### src/rtl/piso_serializer.sv
// Parallel-in serial-out transmitter: accepts a WIDTH-bit word on a valid/ready
// handshake and shifts it out one bit per clock with frame strobes.
//
//   state | meaning
//   ------+---------------------------------------------------------------
//   IDLE  | waiting for a word; d_ready high, serial outputs quiet
//   SHIFT | WIDTH cycles of frame bits; reload allowed on the last bit when
//         | no gap is configured
//   GAP   | GAP_CYCLES quiet cycles after a frame; d_ready low
module piso_serializer #(
  parameter int WIDTH      = 8,
  parameter bit MSB_FIRST  = 1'b1,
  parameter int GAP_CYCLES = 0
) (
  input  logic                     clock,
  input  logic                     reset,
  input  logic [WIDTH-1:0]         d_in,
  input  logic                     d_valid,
  output logic                     d_ready,
  output logic                     s_out,
  output logic                     s_valid,
  output logic                     s_last,
  output logic [$clog2(WIDTH)-1:0] bit_cnt,
  output logic                     done
);

  localparam int CW = $clog2(WIDTH);
  localparam logic [CW-1:0] LAST_IDX   = CW'(WIDTH - 1);
  localparam logic [CW-1:0] PENULT_IDX = CW'(WIDTH - 2);
  localparam logic [7:0]    GAP_LOAD   = 8'((GAP_CYCLES > 0) ? GAP_CYCLES - 1 : 0);

  typedef enum logic [1:0] {
    IDLE  = 2'd0,
    SHIFT = 2'd1,
    GAP   = 2'd2
  } state_t;

  state_t            state, state_nxt;
  logic [WIDTH-1:0]  sreg, sreg_nxt;
  logic [7:0]        gap_cnt, gap_cnt_nxt;
  logic              s_out_nxt, s_valid_nxt, s_last_nxt, done_nxt;
  logic [CW-1:0]     bit_cnt_nxt;
  logic              last_bit;
  logic              ready_dec;
  logic              xfer;

  function automatic logic lead_bit(input logic [WIDTH-1:0] w);
    return MSB_FIRST ? w[WIDTH-1] : w[0];
  endfunction

  // sreg always holds the bits still to be sent, aligned so the next one is at the lead end
  function automatic logic [WIDTH-1:0] advance(input logic [WIDTH-1:0] w);
    return MSB_FIRST ? {w[WIDTH-2:0], 1'b0} : {1'b0, w[WIDTH-1:1]};
  endfunction

  assign last_bit = (state == SHIFT) && (bit_cnt == LAST_IDX);

  always_comb begin
    ready_dec = 1'b0;
    case (state)
      IDLE:    ready_dec = 1'b1;
      SHIFT:   ready_dec = last_bit && (GAP_CYCLES == 0);
      default: ready_dec = 1'b0;
    endcase
  end

  // held low for the whole reset window, not just after the registers clear
  assign d_ready = reset && ready_dec;
  assign xfer    = d_valid && d_ready;

  always_comb begin
    state_nxt   = state;
    sreg_nxt    = sreg;
    gap_cnt_nxt = gap_cnt;
    s_out_nxt   = 1'b0;
    s_valid_nxt = 1'b0;
    s_last_nxt  = 1'b0;
    bit_cnt_nxt = '0;
    done_nxt    = 1'b0;

    case (state)
      IDLE: begin
        if (xfer) begin
          state_nxt   = SHIFT;
          sreg_nxt    = advance(d_in);
          s_out_nxt   = lead_bit(d_in);
          s_valid_nxt = 1'b1;
        end
      end

      SHIFT: begin
        if (!last_bit) begin
          sreg_nxt    = advance(sreg);
          s_out_nxt   = lead_bit(sreg);
          s_valid_nxt = 1'b1;
          bit_cnt_nxt = bit_cnt + CW'(1);
          s_last_nxt  = (bit_cnt == PENULT_IDX);
        end else begin
          done_nxt = 1'b1;
          if (xfer) begin
            sreg_nxt    = advance(d_in);
            s_out_nxt   = lead_bit(d_in);
            s_valid_nxt = 1'b1;
          end else if (GAP_CYCLES > 0) begin
            state_nxt   = GAP;
            gap_cnt_nxt = GAP_LOAD;
            sreg_nxt    = '0;
          end else begin
            state_nxt = IDLE;
            sreg_nxt  = '0;
          end
        end
      end

      GAP: begin
        if (gap_cnt == 8'd0) begin
          state_nxt = IDLE;
        end else begin
          gap_cnt_nxt = gap_cnt - 8'd1;
        end
      end

      default: begin
        state_nxt   = IDLE;
        sreg_nxt    = '0;
        gap_cnt_nxt = 8'd0;
      end
    endcase
  end

  always_ff @(posedge clock or negedge reset) begin
    if (!reset) begin
      state   <= IDLE;
      sreg    <= '0;
      gap_cnt <= 8'd0;
      s_out   <= 1'b0;
      s_valid <= 1'b0;
      s_last  <= 1'b0;
      bit_cnt <= '0;
      done    <= 1'b0;
    end else begin
      state   <= state_nxt;
      sreg    <= sreg_nxt;
      gap_cnt <= gap_cnt_nxt;
      s_out   <= s_out_nxt;
      s_valid <= s_valid_nxt;
      s_last  <= s_last_nxt;
      bit_cnt <= bit_cnt_nxt;
      done    <= done_nxt;
    end
  end

endmodule
### config.mk
export PLATFORM = sky130hd
export DESIGN_NAME = piso_serializer
export DESIGN_NICKNAME = d
export VERILOG_FILES = /design/src/rtl/piso_serializer.sv
export SDC_FILE = /design/constraint.sdc
export NUM_CORES = 1
export LEC_CHECK = 0
export CAP_MARGIN = 25
export CORE_AREA = 8 8 59 61
export CTS_CLUSTER_SIZE = 10
export DETAILED_ROUTE_END_ITERATION = 16
export DIE_AREA = 0 0 67 69
export GPL_TIMING_DRIVEN = 0
export PLACE_DENSITY = 0.51
export REMOVE_ABC_BUFFERS = 1
export SLEW_MARGIN = 25
export SYNTH_ARGS = -nofsm -noshare
export SYNTH_HDL_FRONTEND = slang
export SYNTH_SLANG_ARGS = --single-unit
export TNS_END_PERCENT = 50
### constraint.sdc
create_clock -name clock -period 2.3 [get_ports clock]
set_clock_uncertainty 0.05 [all_clocks]
set_input_delay 0.46 -clock clock [delete_from_list [all_inputs] [get_ports clock]]
set_output_delay 0.46 -clock clock [all_outputs]
set_load 0.02 [all_outputs]
==> results of run 1 <==
[sequential cells by signal (all words and copies together), names as in the netlist]
name     cells
bit_cnt      3
done         1
s_last       1
s_out        1
s_valid      1
sreg         7
state        1
[final cells by class]
cell class / count / area share, %
Clock buffer: 3 / 2.462
Clock inverter: 1 / 0.5472
Inverter: 5 / 2.052
Multi-Input combinational cell: 33 / 30.64
Sequential cell: 15 / 41.04
Tap cell: 31 / 4.241
Timing Repair Buffer: 18 / 19.02
[kinds of logic after synthesis]
family | synth area share [%]
AO/OA/AOI/OAI | 13.20
adder cells (fa/ha/maj) | 7.435
buffers and inverters | 5.577
flip-flops | 55.76
AND/OR/NAND/NOR | 18.03
[what timing repair did]
action / 4_1_cts / 5_1_grt
hold buffers: 0 / 0
gates resized for setup: 7 / 2
endpoints found under the setup margin: 8 / 8
pin swaps: 0 / 0
[Yosys cell counts]
cell       n
dfrtp_1   15
a221o_1    6
inv_1      5
nor2_1     5
ha_1       4
nand2_1    3
nor3b_1    3
nor3b_2    3
and2_1     2
nand3_1    2
a21oi_1    1
a21oi_2    1
a22o_1     1
buf_4      1
buf_6      1
nand2b_2   1
o22ai_1    1
[through the flow]
stage | utilization, % | setup TNS, ns | power [µW] | cells | hold WS, ns
floorplan | - | 0 | 735.4 | 53 | 0.1144
global placement | 33.40 | -4.401 | 931.4 | 102 | 0.4314
detailed placement | 33.40 | -4.540 | 940.2 | 102 | 0.4378
CTS | 34.50 | 0 | 1108 | 106 | 0.3184
global route | 34.98 | -0.04664 | 1201 | 106 | 0.3465
finish | 34.98 | 0 | 1103 | 106 | 0.3015
[placed cells by master, fill, tap and decap left out]
| cell type | count |
|---|---|
| buf_2 | 1 |
| dlygate4sd2_1 | 1 |
| nor3b_1 | 3 |
| ha_4 | 1 |
| a221o_1 | 6 |
| a21oi_2 | 1 |
| nand2_1 | 3 |
| nand3_1 | 2 |
| nand2b_4 | 1 |
| ha_1 | 2 |
| a22o_1 | 1 |
| clkbuf_4 | 3 |
| nor2_1 | 5 |
| inv_1 | 5 |
| clkinv_2 | 1 |
| and2_1 | 2 |
| ha_2 | 1 |
| dfrtp_1 | 15 |
| nor3b_2 | 3 |
| o22ai_1 | 1 |
| a21oi_1 | 1 |
| clkdlybuf4s50_1 | 16 |
[worst register-to-register path, delay by kind of cell, from the launching register on]
| kind | cells | cell delay [ns] |
|---|---|---|
| flops | 1 | 0.41 |
| simple gates | 2 | 0.41 |
| compound gates | 2 | 0.52 |
| fa+ha+maj | 3 | 0.68 |
[routing by layer]
layer | global-route usage, % | part of all wire, % | vias to the layer above | wire (µm)
met5 | 0 | 0 | - | 0
met4 | 4.884 | 1.9 | 0 | 27
met3 | 2.100 | 6.2 | 2 | 87
met2 | 9.149 | 48 | 11 | 678
met1 | 7.540 | 44 | 225 | 620
li1 | - | - | 235 | -
[power by group]
| group | switching [µW] | leakage, µW | total, µW | internal, µW |
|---|---|---|---|---|
| combinational | 268 | 0.000210 | 526 | 258 |
| clock | 88.4 | 0.0000177 | 153 | 64.5 |
| sequential | 60.6 | 0.000190 | 424 | 363 |
| total | 417 | 0.000417 | 1100 | 685 |
[final timing paths]
path | from | endpoint | slack [ns] | cells after the start
max in group asynchronous | reset | bit_cnt[1]$_DFF_PN0_ | 1.41 | 1
setup reg to reg | bit_cnt[0]$_DFF_PN0_ | sreg[3]$_DFFE_PN0P_ | 0.19 | 7
hold reg to reg | bit_cnt[0]$_DFF_PN0_ | bit_cnt[0]$_DFF_PN0_ | 0.44 | 1
hold / removal | reset | s_valid$_DFF_PN0_ | 0.30 | 1
min in group clock | bit_cnt[0]$_DFF_PN0_ | bit_cnt[0]$_DFF_PN0_ | 0.44 | 1
setup / recovery | bit_cnt[0]$_DFF_PN0_ | d_ready | 0.13 | 5
==> results_dict.tcl, run 1 <==
set metrics [dict create \
    crit_family "flip-flops" \
    finalSetupViolCount 0 \
    root_buffer "clkbuf_4" \
    grt_pass1_wl_um 2332 \
    cts.sinks 15 \
    multi_input_area_um2 280.3 \
    synth_seq_cells 15 \
    post-cts-setup-buffers 0 \
    nets 91 \
    overflow 0 \
    synthCells 55 \
    syn_to_final_growth_pct 35.87 \
    crit_chain "ha_1 > ha_2 > nand2b_4 > and2_1 > buf_2" \
    synthDominantCellAreaShare_pct 55.76 \
    post_drt_via_cell_ratio 4.462 \
    die_h_um 69 \
    fin_crit_ns 2.173 \
    start_util_pct 25.74 \
    syn_area_um2 673.1 \
    ys_warn_count 0 \
    clock_path_buffers 2 \
    worst_skew_pair.late_latency_ns 0.28 \
    finalCritPeriodShare_pct 94.47 \
    dpl_cell_area_um2 873.3 \
    relSlewSlack_pct 48.74 \
    drc_errors 0 \
    critPathMaxFanout 13 \
    hold_viol_final 0 \
    place.gp.congestion 0.6918 \
    ios 19 \
    grt_max_degree 20 \
    crit_required_ns 1.79 \
    slowest_stage "dfrtp_1" \
    drive_gt1_share_pct 16.00 \
    dr.pass1.iters 3 \
    dieArea_um2 4623 \
    grt_usage_pct 6.390 \
    n_antenna_cell 0 \
    worst_slew_pin_slew_ns 0.7690 \
    peakVddDrop_mv 0.4509 \
    status "complete, no violations" \
    synth_top_cell_by_area "dfrtp_1" \
    synth_seq_area_share_pct 55.76 \
    numPortBuffers 18 \
    die_w_um 67 \
    grt_pass1_vias 505 \
    critical-path-max-stage-delay_ns 0.42 \
    hpwl_um 982 \
    antenna_found_initial 0 \
    core_um2 2615 \
    yosys-top-cells-area "dfrtp_1 (56%), a221o_1 (8.9%), ha_1 (7.4%), nor3b_2 (5.6%), nor3b_1 (3.3%)" \
    num_vias 473 \
    startpoint_type "flop" \
    drtIter0Drc 7 \
    fillCellCount 273 \
    htreeDepth 1 \
    synth_cell_types 17 \
    drt_wl_total_um 1414 \
    cts_tree "yes" \
    cts_buffers 3 \
    crit_buf_inv 1 \
    place_ws_ns -0.5839 \
    cellPowerDensity_nw_per_um2 1206 \
    worstSetupPathType "reg -> out" \
    clk_pin_slew_worst_paths_ns 0.10 \
    wl_per_cell_um 13.34 \
    regArea_um2 375.4 \
    finalMaxSlewViolations 0 \
    rows 19 \
    worstPathArrival_ns 1.66 \
    clock.fmax_mhz 460.2 \
    maxCapViolCount 0 \
    antenna_left 0 \
    leakage_uw 0.0004169 \
    worst_slack_ns 0.1273 \
    avgSynthCellArea_um2 12.24 \
    fin_area_um2 914.6 \
    min_path_type "in -> async" \
    cp-end-kind "output port" \
]
Power figures use the tool's default switching activity.
==> run 2: changes to the inputs <==
--- a/config.mk
+++ b/config.mk
@@ -6,12 +6,14 @@
 export NUM_CORES = 1
 export LEC_CHECK = 0
 export CAP_MARGIN = 25
+export CELL_PAD_IN_SITES_DETAIL_PLACEMENT = 0
+export CELL_PAD_IN_SITES_GLOBAL_PLACEMENT = 1
 export CORE_AREA = 8 8 59 61
 export CTS_CLUSTER_SIZE = 10
 export DETAILED_ROUTE_END_ITERATION = 16
 export DIE_AREA = 0 0 67 69
 export GPL_TIMING_DRIVEN = 0
-export PLACE_DENSITY = 0.51
+export PLACE_DENSITY = 0.62
 export REMOVE_ABC_BUFFERS = 1
 export SLEW_MARGIN = 25
 export SYNTH_ARGS = -nofsm -noshare
==> results_dict.tcl, run 2 (same netlist as run 1, synthesis figures left out) <==
set metrics [dict create \
    status "complete, no violations" \
    antenna_left 0 \
    crit_required_ns 1.79 \
    relSlewSlack_pct 70.68 \
    clock_path_buffers 2 \
    top_regs "sreg: 7 flops, bit_cnt: 3 flops" \
    clk_pin_slew_worst_paths_ns 0.09 \
    n_antenna_cell 0 \
    largest_reg_flops 7 \
    core_um2 2615 \
    rsz0062_at_grt "false" \
    grt_pass1_wl_um 2228 \
    layout_commonest_cell "clkdlybuf4s50_1" \
    finalSetupViolCount 0 \
    rows 19 \
    worstSetupPathType "reg -> out" \
    worstPathArrival_ns 1.70 \
    power_uw 1104 \
    post_drt_via_cell_ratio 4.454 \
    finalMaxSlewViolations 0 \
    root_buffer "clkbuf_4" \
    die_h_um 69 \
    cts_tree "yes" \
    htreeDepth 1 \
    die_w_um 67 \
    grt_pass1_vias 493 \
    fin_crit_ns 2.209 \
    regMostFlops "sreg" \
    worst_skew_pair.late_latency_ns 0.27 \
    grt_usage_pct 6.074 \
    maxCapViolCount 0 \
    cp-end-kind "output port" \
    cts_hold_buf 0 \
    hold_viol_final 0 \
    leakage_uw 0.0004231 \
    worst_slew_pin_slew_ns 0.4398 \
    cellPowerDensity_nw_per_um2 1203 \
    startpoint_type "flop" \
    num_vias 481 \
    hpwl_um 956.4 \
    cts_buffers 3 \
    drc_errors 0 \
    grt_max_degree 20 \
    dieArea_um2 4623 \
    peakVddDrop_mv 0.4304 \
    overflow 0 \
    setup_tns_ns 0 \
    nets 93 \
    antenna_found_initial 0 \
    ios 19 \
    critPathMaxFanout 4 \
    finalCritPeriodShare_pct 96.03 \
    syn_to_final_growth_pct 36.25 \
    min_path_type "in -> async" \
    wl_per_cell_um 12.36 \
    place.gp.congestion 0.7057 \
    cts.sinks 15 \
    drive_gt1_share_pct 15.58 \
    whs_ns 0.05891 \
    drt_wl_total_um 1335 \
    dr.pass1.iters 4 \
    drtIter0Drc 15 \
    clock.fmax_mhz 452.7 \
    layout_common_cells "clkdlybuf4s50_1 (16), dfrtp_1 (15), a221o_1 (6), inv_1 (5), nor2_1 (5)" \
    start_util_pct 25.74 \
    numPortBuffers 18 \
]
==> run 2: cell types whose count changed in the layout (fill, tap and decap cells not counted), sizes merged <==
cell | before | now
clkbuf | 3 | 5
buf | 1 | 2
clkdlybuf4s15 | 0 | 1
clkinv | 1 | 0
dlygate4sd2 | 1 | 0
==> run 2: routing by layer <==
layer	GRT usage (%)	vias up	wire [µm]	share of wire (%)
met5	0	-	0	0
met4	4.884	0	31	2.3
met3	2.100	2	110	8.2
met2	8.723	13	656	49
met1	6.988	228	537	40
li1	-	238	-	-
==> run 2: path summary, 6_finish.rpt <==
kind | startpoint | end | slack, ns | cells past startpoint
min in group clock | bit_cnt[0]$_DFF_PN0_ | bit_cnt[0]$_DFF_PN0_ | 0.44 | 1
max in group asynchronous | reset | sreg[1]$_DFFE_PN0P_ | 1.84 | 1
min | reset | sreg[6]$_DFFE_PN0P_ | 0.06 | 1
min reg2reg | bit_cnt[0]$_DFF_PN0_ | bit_cnt[0]$_DFF_PN0_ | 0.44 | 1
max | bit_cnt[0]$_DFF_PN0_ | d_ready | 0.09 | 5
max reg2reg | bit_cnt[0]$_DFF_PN0_ | sreg[4]$_DFFE_PN0P_ | 0.22 | 7
==> run 2: area by class of cell <==
class                      instances  area [µm²]
tap                               31       38.79
timing repair buffer              20       190.2
sequential                        15       375.4
clock buffer                       4       26.28
inverter                           5       18.77
fill                             277        1698
multi-input combinational         33       267.8
==> run 2: worst max-delay path, cell delays in order, from the launching register on <==
cell and delay (ns):
dfrtp_1 0.42, ha_1 0.21, ha_1 0.20, nand2b_4 0.16, and2_1 0.15, clkdlybuf4s15_1 0.28
==> run 2: repair_timing <==
item / in CTS / in global routing
gates resized for setup: 3 / 4
endpoints found under the setup margin: 8 / 8
buffers inserted: 2 / 0
==> run 2: through the flow <==
| stage | std cells | cell area, µm² | setup WS [ns] | utilization [%] |
|---|---|---|---|---|
| after global placement | 102 | 873.3 | -0.5463 | 33.40 |
| final | 108 | 917.1 | 0.09124 | 35.07 |
| after floorplan | 53 | 654.4 | 0.01298 | - |
| after global routing | 108 | 917.1 | 0.001435 | 35.07 |
| after CTS | 108 | 917.1 | 0.0007930 | 35.07 |
| after detailed placement | 102 | 873.3 | -0.5561 | 33.40 |
==> run 2: report_power, final <==
part           total, µW  switching (µW)  leakage, µW  internal [µW]
Combinational        536             266     0.000218            269
Sequential           422            58.6     0.000190            363
Clock                146            78.8    0.0000150           67.1
Total               1100             404     0.000423            700
